**config.mk**
```make
export PLATFORM = sky130hd
export DESIGN_NAME = shutter_seq_core
export DESIGN_NICKNAME = d
export VERILOG_FILES = /design/src/rtl/shutter_seq_pkg.sv /design/src/rtl/shutter_seq_core_timer.sv /design/src/rtl/shutter_seq_core.sv
export SDC_FILE = /design/constraint.sdc
export NUM_CORES = 1
export LEC_CHECK = 0
export CORE_UTILIZATION = 59
export CTS_CLUSTER_DIAMETER = 50
export DETAILED_ROUTE_END_ITERATION = 8
export PLACE_DENSITY = 0.9
export SLEW_MARGIN = 40
export SYNTH_ARGS = -nofsm -noshare
export SYNTH_HDL_FRONTEND = slang
export SYNTH_SLANG_ARGS = --single-unit
```
**constraint.sdc**
```tcl
create_clock -name BUS_CLK -period 5.25 [get_ports BUS_CLK]
set_input_delay 1.05 -clock BUS_CLK [delete_from_list [all_inputs] [get_ports BUS_CLK]]
set_output_delay 1.05 -clock BUS_CLK [all_outputs]
set_load 0.01 [all_outputs]
```
**src/rtl/shutter_seq_pkg.sv**
```systemverilog
// Shared definitions for the shutter sequencer: FSM encoding, test-pulse
// phase encoding and default counter widths.
package shutter_seq_pkg;

    localparam int DEF_CNT_WIDTH = 32;
    localparam int DEF_REP_WIDTH = 16;

    typedef enum logic [2:0] {
        IDLE  = 3'd0,
        T0    = 3'd1,
        DELAY = 3'd2,
        OPEN  = 3'd3,
        GAP   = 3'd4
    } seq_state_t;

    // Phases of the optional test pulse inside one OPEN window.
    typedef enum logic [1:0] {
        TP_OFF  = 2'd0,
        TP_WAIT = 2'd1,
        TP_ON   = 2'd2
    } tp_phase_t;

endpackage

```
**src/rtl/shutter_seq_core_timer.sv**
```systemverilog
// seq_timer: loadable down-counter with enable and zero flag. The counter
// parks at zero, so it never wraps.
module seq_timer #(
    parameter int W = 32
) (
    input  logic         BUS_CLK,
    input  logic         BUS_RST,
    input  logic         load,
    input  logic         en,
    input  logic [W-1:0] load_val,
    output logic         zero
);

    logic [W-1:0] cnt;

    // Load wins over counting; counting stops at zero.
    always_ff @(posedge BUS_CLK) begin
        if (BUS_RST)
            cnt <= '0;
        else if (load)
            cnt <= load_val;
        else if (en && cnt != '0)
            cnt <= cnt - 1'b1;
    end

    assign zero = (cnt == '0);

endmodule

```
**src/rtl/shutter_seq_core.sv**
```systemverilog
// shutter_seq_core: T0 / delay / shutter-open / gap sequencer with frame
// counting, abort and optional external test pulse.
// Optional feature macro: SHUTTER_SEQ_TPULSE_EN (compiles in the test-pulse
// generator; without it EXT_TPULSE is tied low).
// Timers are loaded with (duration-1) on state entry and the state is left
// in the cycle the timer reads zero, so a state lasts exactly its duration.
module shutter_seq_core
    import shutter_seq_pkg::*;
#(
    parameter int CNT_WIDTH = DEF_CNT_WIDTH,
    parameter int REP_WIDTH = DEF_REP_WIDTH
) (
    input  logic                 BUS_CLK,
    input  logic                 BUS_RST,
    input  logic                 START,
    input  logic                 STOP,
    input  logic                 T0_EN,
    input  logic [7:0]           T0_WIDTH,
    input  logic [CNT_WIDTH-1:0] SHUTTER_DELAY,
    input  logic [CNT_WIDTH-1:0] SHUTTER_WIDTH,
    input  logic [CNT_WIDTH-1:0] SHUTTER_GAP,
    input  logic [REP_WIDTH-1:0] REPEAT,
    input  logic [15:0]          TP_DELAY,
    input  logic [15:0]          TP_WIDTH,
    output logic                 T0_SYNC,
    output logic                 SHUTTER,
    output logic                 EXT_TPULSE,
    output logic                 SHUTTER_RISE,
    output logic                 BUSY,
    output logic                 DONE,
    output logic                 ABORTED,
    output logic [REP_WIDTH-1:0] FRAME_CNT
);

    seq_state_t state, nxt;

    logic [CNT_WIDTH-1:0] sh_delay, sh_width, sh_gap;
    logic [REP_WIDTH-1:0] sh_rep;
    logic [REP_WIDTH-1:0] frame_inc;

    logic                 tmr_load, tmr_zero, tmr_en;
    logic [CNT_WIDTH-1:0] tmr_val;
    logic                 start_acc, frame_done, seq_end, abort;

    // Zero-length durations behave as one cycle.
    function automatic logic [CNT_WIDTH-1:0] dur_m1(input logic [CNT_WIDTH-1:0] x);
        return (x == '0) ? '0 : x - 1'b1;
    endfunction

    // START together with STOP in IDLE is treated as no request at all.
    assign start_acc = (state == IDLE) && START && !STOP;
    assign frame_inc = FRAME_CNT + 1'b1;
    assign tmr_en    = (state != IDLE);

    seq_timer #(.W(CNT_WIDTH)) u_state_tmr (
        .BUS_CLK  (BUS_CLK),
        .BUS_RST  (BUS_RST),
        .load     (tmr_load),
        .en       (tmr_en),
        .load_val (tmr_val),
        .zero     (tmr_zero)
    );

    // Next-state and timer-load decode. Leaving IDLE uses the live config
    // inputs because the shadow copies are only written on that same edge.
    always_comb begin
        nxt        = state;
        tmr_load   = 1'b0;
        tmr_val    = '0;
        frame_done = 1'b0;
        seq_end    = 1'b0;
        abort      = 1'b0;
        case (state)
            IDLE: if (start_acc) begin
                tmr_load = 1'b1;
                if (T0_EN) begin
                    nxt     = T0;
                    tmr_val = dur_m1(CNT_WIDTH'(T0_WIDTH));
                end else if (SHUTTER_DELAY != '0) begin
                    nxt     = DELAY;
                    tmr_val = SHUTTER_DELAY - 1'b1;
                end else begin
                    nxt     = OPEN;
                    tmr_val = dur_m1(SHUTTER_WIDTH);
                end
            end
            T0: if (tmr_zero) begin
                tmr_load = 1'b1;
                if (sh_delay != '0) begin
                    nxt     = DELAY;
                    tmr_val = sh_delay - 1'b1;
                end else begin
                    nxt     = OPEN;
                    tmr_val = dur_m1(sh_width);
                end
            end
            DELAY: if (tmr_zero) begin
                nxt      = OPEN;
                tmr_load = 1'b1;
                tmr_val  = dur_m1(sh_width);
            end
            OPEN: if (tmr_zero) begin
                frame_done = 1'b1;
                if (sh_rep != '0 && frame_inc == sh_rep) begin
                    nxt     = IDLE;
                    seq_end = 1'b1;
                end else begin
                    nxt      = GAP;
                    tmr_load = 1'b1;
                    tmr_val  = dur_m1(sh_gap);
                end
            end
            GAP: if (tmr_zero) begin
                nxt      = OPEN;
                tmr_load = 1'b1;
                tmr_val  = dur_m1(sh_width);
            end
            default: nxt = IDLE;
        endcase
        // Abort overrides any transition; a frame ending on this very cycle
        // still counts since its shutter window was complete.
        if (STOP && state != IDLE) begin
            nxt      = IDLE;
            abort    = 1'b1;
            tmr_load = 1'b0;
            seq_end  = 1'b0;
        end
    end

    // State, shadow config and registered outputs derived from next state.
    always_ff @(posedge BUS_CLK) begin
        if (BUS_RST) begin
            state        <= IDLE;
            sh_delay     <= '0;
            sh_width     <= '0;
            sh_gap       <= '0;
            sh_rep       <= '0;
            T0_SYNC      <= 1'b0;
            SHUTTER      <= 1'b0;
            SHUTTER_RISE <= 1'b0;
            BUSY         <= 1'b0;
            DONE         <= 1'b0;
            ABORTED      <= 1'b0;
            FRAME_CNT    <= '0;
        end else begin
            state        <= nxt;
            T0_SYNC      <= (nxt == T0);
            SHUTTER      <= (nxt == OPEN);
            SHUTTER_RISE <= (nxt == OPEN) && (state != OPEN);
            BUSY         <= (nxt != IDLE);
            DONE         <= seq_end || abort;
            if (start_acc) begin
                sh_delay  <= SHUTTER_DELAY;
                sh_width  <= SHUTTER_WIDTH;
                sh_gap    <= SHUTTER_GAP;
                sh_rep    <= REPEAT;
                FRAME_CNT <= '0;
                ABORTED   <= 1'b0;
            end else begin
                if (frame_done && FRAME_CNT != '1)
                    FRAME_CNT <= frame_inc;
                if (abort)
                    ABORTED <= 1'b1;
            end
        end
    end

`ifdef SHUTTER_SEQ_TPULSE_EN
    logic [15:0] sh_tp_delay, sh_tp_width, tpd, tpw, tp_val;
    logic        tp_load, tp_zero, open_entry, open_stay;
    tp_phase_t   tp_phase;

    assign open_entry = (nxt == OPEN) && (state != OPEN);
    assign open_stay  = (nxt == OPEN) && (state == OPEN);
    // Entry straight from IDLE has not captured the shadows yet.
    assign tpd = (state == IDLE) ? TP_DELAY : sh_tp_delay;
    assign tpw = (state == IDLE) ? TP_WIDTH : sh_tp_width;

    seq_timer #(.W(16)) u_tp_tmr (
        .BUS_CLK  (BUS_CLK),
        .BUS_RST  (BUS_RST),
        .load     (tp_load),
        .en       (state == OPEN),
        .load_val (tp_val),
        .zero     (tp_zero)
    );

    // Test-pulse timer loads: delay on shutter rise, width when pulse starts.
    always_comb begin
        tp_load = 1'b0;
        tp_val  = '0;
        if (open_entry && tpw != '0) begin
            tp_load = 1'b1;
            tp_val  = (tpd != '0) ? tpd - 1'b1 : tpw - 1'b1;
        end else if (open_stay && tp_phase == TP_WAIT && tp_zero) begin
            tp_load = 1'b1;
            tp_val  = tpw - 1'b1;
        end
    end

    // Test-pulse phase and output; forced low whenever the shutter closes.
    always_ff @(posedge BUS_CLK) begin
        if (BUS_RST) begin
            tp_phase    <= TP_OFF;
            EXT_TPULSE  <= 1'b0;
            sh_tp_delay <= '0;
            sh_tp_width <= '0;
        end else begin
            if (start_acc) begin
                sh_tp_delay <= TP_DELAY;
                sh_tp_width <= TP_WIDTH;
            end
            if (open_entry) begin
                if (tpw == '0) begin
                    tp_phase <= TP_OFF;  EXT_TPULSE <= 1'b0;
                end else if (tpd == '0) begin
                    tp_phase <= TP_ON;   EXT_TPULSE <= 1'b1;
                end else begin
                    tp_phase <= TP_WAIT; EXT_TPULSE <= 1'b0;
                end
            end else if (open_stay) begin
                if (tp_phase == TP_WAIT && tp_zero) begin
                    tp_phase <= TP_ON;  EXT_TPULSE <= 1'b1;
                end else if (tp_phase == TP_ON && tp_zero) begin
                    tp_phase <= TP_OFF; EXT_TPULSE <= 1'b0;
                end
            end else begin
                tp_phase   <= TP_OFF;
                EXT_TPULSE <= 1'b0;
            end
        end
    end
`else
    // Test-pulse inputs are deliberately left dangling in this build.
    logic tp_inputs_unused;
    assign tp_inputs_unused = ^{TP_DELAY, TP_WIDTH};
    assign EXT_TPULSE = 1'b0;
`endif

endmodule

```
# After elaboration in Yosys (flattened, before gate mapping)
# Index checks and enable logic that the tools add are counted.
[word_totals]
register_bits = 169
inputBits = 157
out_inout_bits = 23
[op_classes]
n_reduce_logical = 25
add_sub_neg = 8
n_eq_ne = 9
mux = 37
[ops]
columns = ["cell", "count"]
rows = [
  ["two-way mux 32 bit", 14],
  ["subtractor 32 x 1 -> 32 bit (second input constant)", 6],
  ["zero test 32 bit", 4],
  ["one-hot mux 32 bit (4 select lines)", 1],
  ["nonzero test 32 bit", 3],
  ["two-way mux 3 bit", 6],
  ["adder 16 x 1 -> 16 bit (second input constant)", 1],
  ["== test 16 bit", 1],
  ["!= test 16 bit (second input constant)", 1],
  ["nonzero test 16 bit", 1],
  ["two-way mux 1 bit", 13],
  ["one-hot mux 3 bit (4 select lines)", 1],
  ["== test 3 x 2 -> 1 bit (second input constant)", 3],
  ["subtractor 8 x 1 -> 9 bit (second input constant)", 1],
  ["zero test 8 bit", 1],
  ["logical AND 1 bit", 7],
  ["== test 3 x 1 -> 1 bit (second input constant)", 2],
  ["nonzero test 3 bit", 2],
  ["OR reduction 2 bit", 2],
  ["== test 3 bit (second input constant)", 1],
  ["zero test 3 bit", 1],
  ["!= test 3 x 2 -> 1 bit (second input constant)", 1],
  ["one-hot mux 1 bit (3 select lines)", 1],
  ["OR reduction 3 bit", 1],
  ["4 further kinds", 4],
]

# Logic depth before layout (Yosys ltp)
# Gate-level depths: netlist of the first run.
[logic_depth]
word_depth = 9
ltp_mapped = 12
mapped_depth_nobuf = 11

# By module
# From an unflattened synthesis of the first run, not the netlist that was laid out.
[unflattened]
hier_cells = 1569
hier_area_um2 = 11579.9
[by_module_without_submodules]
columns = ["module", "cells_per_inst", "n_inst", "area_per_inst_um2"]
rows = [
  ["shutter_seq_core", 1336, 1, 9586.7],
  ["seq_timer", 233, 1, 1993.2],
]

# Worst setup path before layout of the first run
# Ideal clock, no wire load.
[synth_path]
path_type = "input -> register"
start = "input SHUTTER_DELAY[2]"
end = "register u_state_tmr.cnt[5]"
stages = 10
slack_ns = 1.618
required_time_ns = 5.114
t_arrival_ns = 3.496
path_buffers = 2
cell_sequence = "clkbuf_1 -> nor4_2 -> nand4_1 -> clkbuf_1 -> nor4_2 -> nor2_1 -> o31ai_1 -> o221ai_1 -> a211oi_1 -> a211oi_2"
[synth_between]
elab_chain_cells = 6
elab_cells_between_ends = 7
classes_between = "1 x add/sub; 5 x mux; 1 x reduce/logical"
[synth_rtl]
columns = ["item", "line", "rtl"]
rows = [
  ["from (decl)", "shutter_seq_core.sv:19", "input logic [CNT_WIDTH-1:0] SHUTTER_DELAY,"],
  ["subtractor 32 x 1 -> 32 bit / nonzero test 32 bit (equally long branches)", "shutter_seq_core.sv:81, shutter_seq_core.sv:79", ""],
  ["two-way mux 32 bit *", "shutter_seq_core.sv:79", "end else if (SHUTTER_DELAY != '0) begin"],
  ["two-way mux 32 bit *", "shutter_seq_core.sv:76", "if (T0_EN) begin"],
  ["two-way mux 32 bit *", "shutter_seq_core.sv:74", "IDLE: if (start_acc) begin"],
  ["one-hot mux 32 bit (4 select lines) *", "shutter_seq_core.sv:73", "case (state)"],
  ["two-way mux 32 bit *", "shutter_seq_core_timer.sv:20", "else if (load)"],
  ["to (signal assigned)", "shutter_seq_core_timer.sv:21", "cnt <= load_val;"],
  ["to (signal assigned)", "shutter_seq_core_timer.sv:23", "cnt <= cnt - 1'b1;"],
  ["to (decl)", "shutter_seq_core_timer.sv:14", "logic [W-1:0] cnt;"],
]
# Every way passes the cells marked *; elsewhere a longest branch is shown, timed or not.
# A chain may end at the register's enable or synchronous reset.

# Worst setup path after layout of the first run
[layout_path]
start = "input SHUTTER_DELAY[8]"
end = "register u_state_tmr.cnt[12]"
# Same word-level chain as after synthesis.

==> flow_summary_export.csv, run 1 <==
group,metric,value,unit
timing,finalCriticalPeriod,4.212,ns
synth,yosys_warnings,0,
die,io_pins,180,
power,ir_drop,0.0002158,V
routing,wire_per_inst,20.08,µm
placement,hpwl,29860,µm
timing,slew_headroom,40.51,%
synth,synth_flop_cell,"dfxtp_1",
routing,drc,0,
die,fp.dieArea,0.02032,mm²
synth,ys_ff_latch,169,
setup_path,cp-end-kind,"flop",
power,cellLeakagePower,4.991,nW
timing,fin_crit_sh,80.24,%
synth,yosysTopAreaCellShare,29.02,%
final_layout,multiInputGateArea,0.007856,mm²
grt,grt_overflow_total,0,
setup_path,worstPathMaxFanout,23,
clocking,clock_latency,0.45,ns
hold_path,min_from,"sh_width[31]",
timing,tightest_slew,0.8895,ns
routing,vias_per_cell,6.404,
synth,syn_area,0.01166,mm²
synth,synthCells,1602,
grt,grt_pass1_wl,61290,µm
routing,first_pass_iters,6,
timing,hold_viol_final,0,
clocking,cts_buffers,17,
placement,port-buffer-count,146,
grt,grt_use_total,39.41,%
routing,drt_iter0_markers,1543,
die,num_rows,51,
timing,max_freq,237.4,MHz
clocking,clk_pin_slew,0.08,ns
final_layout,register_area,0.003383,mm²
setup_path,cp_num_buf_inv,3,
die,coreArea,0.01940,mm²
final_layout,layout.nets,1868,
outcome,outcome,"complete, no violations",
synth,synth_nets,1771,
timing,whs,0.4795,ns
setup_path,reg2regPathDepth,10,
setup_path,critPathTopFamily,"simple AND/OR/NAND/NOR gates",
setup_path,path_class,"primary input to flop",
setup_path,cp.arrival,4.54,ns
setup_path,slowest_stage,"nor4_1",
clocking,tritoncts,"built",
synth,synth_seq_area_share,29.02,%
die,die_h,142.6,µm
synth,avgSynthCellArea,7.277,µm²
final_layout,layout-drive-gt1-share,5.841,%
final_layout,antenna_cells,0,
clocking,clockBufferDepth,2,
grt,grt_pass1_vias,11260,
grt,antenna_found_initial,0,
final_layout,area_growth,19.56,%
run,maxCapViolations,0,
setup_path,cp_cell_sequence,"clkdlybuf4s50_1 -> nor4_1 -> nand4_1 -> buf_4 -> or3_4 -> nor3_2 -> buf_4 -> a221oi_1 -> o21ai_0 -> a211oi_1 -> a2111oi_0",
synth,synth_top_cell_by_area,"dfxtp_1",
setup_path,critPathLaunchType,"primary input",
setup_path,cpMostUsedCell,"buf_4",
setup_path,reg2reg_slack,1.18,ns
hold_path,min_path_type,"flop to flop",
setup_path,worst_ep_required_time,5.58,ns
placement,globalplace.congestion,1.059,
hold_path,hold_end,"sh_width[31]",
routing,wl,39700,µm
timing,rsz0062_at_grt,"no",
clocking,post_cts_buffers,0,
die,start_util,60.09,%
clocking,cts_resized,0,
clocking,clock-root-buffer,"clkbuf_16",
synth,synth_cell_types,75,
setup_path,timing.rr.end,"u_state_tmr.cnt[12]",
timing,setup_viol,0,
clocking,htreeDepth,4,
clocking,hold_buffers,0,
timing,clock_skew,0.02020,ns
timing,final.setup.tns,0,ns
routing,drtAntennaViolNets,0,
synth,ys_async_sr_fraction,0,%
routing,routed-via-count,12660,
synth,synth.area.top_cells,"dfxtp_1 29%, nand2_1 9.7%, xor2_1 7.6%",
synth,synth-edff-count,0,
grt,grt_max_degree,103,
timing,slew_viol_final,0,
hold_path,holdPathStages,2,
die,die_x,142.6,µm
setup_path,slowest_delay,0.70,ns
setup_path,rr_startpoint,"u_state_tmr.cnt[9]",
clocking,clock_sink_count,169,
power,powerDensity,311.1,mW/mm²
final_layout,fill_cells,1590,
-- worst max-delay path by stage --
stage / from / endpoint / slack (ns) / depth (start not counted)
after global placement: SHUTTER_WIDTH[0] / u_state_tmr.cnt[12] / 0.75 / 13
after floorplan: SHUTTER_DELAY[2] / u_state_tmr.cnt[5] / 1.62 / 10
after global routing: SHUTTER_WIDTH[0] / u_state_tmr.cnt[23] / 0.81 / 13
after CTS: SHUTTER_WIDTH[0] / u_state_tmr.cnt[12] / 1.16 / 13
after detailed placement: SHUTTER_WIDTH[0] / u_state_tmr.cnt[12] / 0.68 / 13
final: SHUTTER_DELAY[8] / u_state_tmr.cnt[12] / 1.04 / 11
-- synth_stat cells, types with 18 or more instances --
master      n
or3_1      23
nor4_1     68
o21ai_0    31
a22oi_1    18
dfxtp_1   169
nand2b_1   19
nand3_1    28
inv_1      24
nor2_1    137
xnor2_1    97
a211oi_1   56
a21oi_1   135
xor2_1    101
nor3_1     80
nand2_1   300
or4_1      26
clkbuf_1   83
nand4_1    31
-- power by group --
part / switching, mW / total (mW) / internal [mW]
logic: 0.896 / 1.46 / 0.562
registers: 0.138 / 1.54 / 1.40
clock network: 0.618 / 1.34 / 0.725
total: 1.65 / 4.34 / 2.68
-- metal layers --
layer	share of wire, %	global-route usage (%)
met5	0	0
met4	3.8	17.09
met3	9.9	7.335
met2	44	60.86
met1	42	53.49
-- metrics by stage --
| step | instances | cell area [µm²] | worst slack [ns] | utilization, % | power, mW |
|---|---|---|---|---|---|
| 2_1_floorplan | 1602 | 11660 | 1.618 | - | 2.490 |
| 3_3_place_gp | 1945 | 13290 | 0.7490 | 68.50 | 2.923 |
| 3_5_place_dp | 1945 | 13310 | 0.6813 | 68.63 | 2.960 |
| 4_1_cts | 1977 | 13930 | 1.161 | 71.80 | 4.287 |
| 5_1_grt | 1977 | 13940 | 0.8115 | 71.85 | 4.509 |
| 6_report | 1977 | 13940 | 1.038 | 71.85 | 4.336 |
-- worst register-to-register path, cell delays in order, from the launching register on --
cell       delay (ns)
dfxtp_1          0.37
or4_1            0.63
nor4_2           0.45
nand4_1          0.44
buf_4            0.34
o21ai_0          0.20
nand2b_1         0.12
a31oi_2          0.71
buf_4            0.29
nor3_1           0.06
a2111oi_0        0.36
-- cells in the final DEF, fill, tap and decap left out, types with 12 or more instances in the layout --
master,instances
a211oi_1,55
or3_1,23
ha_1,12
inv_1,24
dfxtp_1,169
a22oi_1,18
xnor2_1,97
nand2_1,300
a21oi_1,133
o31ai_1,13
nand3_1,28
xor2_1,101
nor4_1,67
o21ai_0,31
buf_4,25
nand2b_1,18
nor3_1,80
nand4_1,31
or4_1,26
nor2_1,135
clkbuf_16,17
clkdlybuf4s50_1,145
-- sequential cells by signal, summed over array words and instances (netlist names), 3 cells and up --
name and count:
u_state_tmr.cnt 32, sh_delay 32, sh_width 32, FRAME_CNT 16, state 3, sh_rep 16, sh_gap 32
-- cell type report --
cell class,count,share of cell area (%)
clock buffer,18,3.079
clock inverter,14,1.329
inverter,24,0.6464
timing repair buffer,172,11.92
tap,265,2.379
sequential,169,24.28
multi-input combinational,1315,56.37
-- cells by family after synthesis --
family | count (synthesis) | share of synthesized area (%)
AOI/OAI and AO/OA | 315 | 17.00
xor gates and xnor gates | 198 | 14.88
adders and majority gates | 13 | 1.374
buffers and inverters | 118 | 4.036
DFF | 169 | 29.02
muxes | 3 | 0.2576
other | 1 | 0.03217
and+or+nand+nor | 785 | 33.40
No activity file was read; power rests on OpenSTA's default activity.
==> inputs of run 2 (changes only) <==
--- a/config.mk
+++ b/config.mk
@@ -5,10 +5,10 @@
 export SDC_FILE = /design/constraint.sdc
 export NUM_CORES = 1
 export LEC_CHECK = 0
-export CORE_UTILIZATION = 59
+export CORE_UTILIZATION = 55
 export CTS_CLUSTER_DIAMETER = 50
 export DETAILED_ROUTE_END_ITERATION = 8
-export PLACE_DENSITY = 0.9
+export PLACE_DENSITY = 0.85
 export SLEW_MARGIN = 40
 export SYNTH_ARGS = -nofsm -noshare
 export SYNTH_HDL_FRONTEND = slang
==> constraint.sdc (replaced) <==
create_clock -name BUS_CLK -period 4.4 [get_ports BUS_CLK]
set_input_delay 0.88 -clock BUS_CLK [delete_from_list [all_inputs] [get_ports BUS_CLK]]
set_output_delay 0.88 -clock BUS_CLK [all_outputs]
set_load 0.01 [all_outputs]
==> run 2 against run 1 <==
- largest cell class unchanged
- routed wire length is 1.2% lower
- clock-buffer cell count is 6 higher
- core utilization is 3.6 points lower
- clock skew is 0.0011 ns lower
- sequential share of layout area is 0.076 points lower
- worst hold slack better by 0.012 ns
- global-route usage is 3.4 points lower
- register-to-register slack worse by 0.45 ns
==> flow_summary_export.csv, run 2 (synthesis gave the netlist of run 1 again) <==
group,metric,value,unit
outcome,outcome,"complete, no violations",
hold_path,hold_end,"sh_gap[1]",
die,die_x,147.6,µm
power,cellLeakagePower,5.042,nW
setup_path,cp_num_buf_inv,2,
power,pwr-share-comb,34.4,%
setup_path,cp-end-kind,"flop",
final_layout,final_common_cell,"nand2_1",
routing,drc,0,
final_layout,area_growth,19.93,%
die,start_util,56.88,%
power,p_sw,1.875,mW
die,die_h,147.6,µm
grt,grt_pass1_vias,11430,
timing,hold_viol_final,0,
setup_path,reg2regPathDepth,8,
power,p_int,3.153,mW
setup_path,slowest_delay,0.60,ns
setup_path,critPathLaunchType,"primary input",
final_layout,fill_cells,1749,
hold_path,min_from,"sh_gap[1]",
power,sw_frac_of_total,37.30,%
timing,setup_ws,0.5232,ns
power,powerDensity,359.6,mW/mm²
grt,grt_pass1_wl,61270,µm
die,fp.dieArea,0.02178,mm²
final_layout,antenna_cells,0,
placement,hpwl,29670,µm
setup_path,critPathTopFamily,"simple AND/OR/NAND/NOR gates",
placement,globalplace.congestion,1.074,
timing,clock_skew,0.01911,ns
routing,drtAntennaViolNets,0,
grt,grt_overflow_total,0,
timing,max_freq,257.9,MHz
routing,first_pass_iters,5,
clocking,cts_buffers,17,
routing,wl,39210,µm
power,ir_drop,0.0002496,V
setup_path,slowest_stage,"or4_1",
setup_path,worstPathMaxFanout,8,
clocking,htreeDepth,4,
routing,routed-via-count,12530,
timing,tightest_slew,0.8395,ns
setup_path,cp_cell_sequence,"clkdlybuf4s50_1 -> or4_1 -> or4_4 -> or3_4 -> nor3_2 -> buf_4 -> a22oi_1 -> o21ai_0 -> a211oi_1 -> a211oi_1",
clocking,clock_sink_count,169,
setup_path,worst_ep_required_time,4.75,ns
final_layout,layout-drive-gt1-share,6.246,%
setup_path,path_class,"primary input to flop",
setup_path,reg2reg_slack,0.73,ns
final_layout,final_core_util,68.22,%
setup_path,cp_num_cells,10,
final_layout,final_cell_mix,"300 x nand2_1, 169 x dfxtp_1, 145 x clkdlybuf4s50_1",
clocking,clk_pin_slew,0.07,ns
die,num_rows,52,
clocking,clock-root-buffer,"clkbuf_16",
clocking,tritoncts,"built",
placement,port-buffer-count,146,
timing,fin_crit_sh,88.11,%
timing,whs,0.4911,ns
die,io_pins,180,
placement,place_ws,0.08925,ns
setup_path,cpMostUsedCell,"a211oi_1",
hold_path,min_path_type,"flop to flop",
grt,grt_max_degree,88,
run,maxCapViolations,0,
setup_path,cp.arrival,4.23,ns
timing,final.setup.tns,0,ns
clocking,cts_resized,0,
timing,setup_viol,0,
routing,drt_iter0_markers,1300,
clocking,clock_latency,0.45,ns
grt,antenna_found_initial,0,
clocking,post_cts_buffers,0,
die,coreArea,0.02049,mm²
final_layout,layout.nets,1885,
power,pwr-share-seq,36.5,%
setup_path,timing.rr.end,"u_state_tmr.cnt[26]",
setup_path,rr_startpoint,"sh_delay[24]",
timing,slew_viol_final,0,
clocking,clockBufferDepth,2,
power,clockPowerShare,29.1,%
timing,rsz0062_at_grt,"no",
timing,slew_headroom,43.92,%
clocking,hold_buffers,0,
setup_path,cp-startpoint,"SHUTTER_DELAY[19]",
routing,wire_per_inst,19.61,µm
routing,vias_per_cell,6.269,
grt,grt_use_total,36.06,%
hold_path,holdPathStages,2,
timing,finalCriticalPeriod,3.877,ns
power,p_total,5.028,mW
==> run 2: cell count changes in the layout (fill, tap and decap cells not counted), moves of 2 or more <==
cell,change
clkinv_8,-2
clkinv_4,+2
buf_4,+18
inv_8,-4
clkbuf_1,+5
==> run 2: worst reg2reg max path, delay by kind of cell, from the launching register on <==
family	cells	cell delay (ns)
simple gates	4	2.27
flops	1	0.38
compound gates	4	0.91
==> run 2: worst max path at each step <==
| stage | slack (ns) | to |
|---|---|---|
| global route | 0.45 | u_state_tmr.cnt[18] |
| detailed placement | 0.09 | u_state_tmr.cnt[18] |
| CTS | 0.53 | u_state_tmr.cnt[18] |
| finish | 0.52 | u_state_tmr.cnt[18] |
| floorplan | 0.94 | u_state_tmr.cnt[5] |
| global placement | 0.17 | u_state_tmr.cnt[20] |
==> run 2: layer usage <==
layer / wire length (µm) / GRT usage, % / vias up
li1: - / - / 5937
met1: 16500 / 49.40 / 5809
met2: 17180 / 55.83 / 698
met3: 4160 / 7.438 / 88
met4: 1369 / 13.14 / 0
met5: 0 / 0 / -
==> run 2: cell type report <==
| cell class | instances | area (µm²) | share of cell area, % |
|---|---|---|---|
| Inverter | 24 | 90.09 | 0.6444 |
| Tap cell | 270 | 337.8 | 2.416 |
| Clock inverter | 8 | 87.58 | 0.6265 |
| Sequential cell | 169 | 3383 | 24.20 |
| Clock buffer | 24 | 461.7 | 3.302 |
| Timing Repair Buffer | 189 | 1785 | 12.77 |
| Multi-Input combinational cell | 1315 | 7835 | 56.04 |
==> run 2: stage by stage <==
stage          cell area [µm²]  cells
2_1_floorplan            11660   1602
3_3_place_gp             13420   1967
3_5_place_dp             13420   1967
4_1_cts                  13970   1999
5_1_grt                  13980   1999
6_report                 13980   1999
==> run 2: power by group through the flow <==
stage | logic (mW) | clock network (mW) | registers, mW
final | 1.73 | 1.46 | 1.84
after global routing | 1.87 | 1.54 | 1.85
after CTS | 1.69 | 1.47 | 1.83
after detailed placement | 1.67 | 0 | 1.86
after global placement | 1.64 | 0 | 1.85
after floorplan | 1.16 | 0 | 1.82
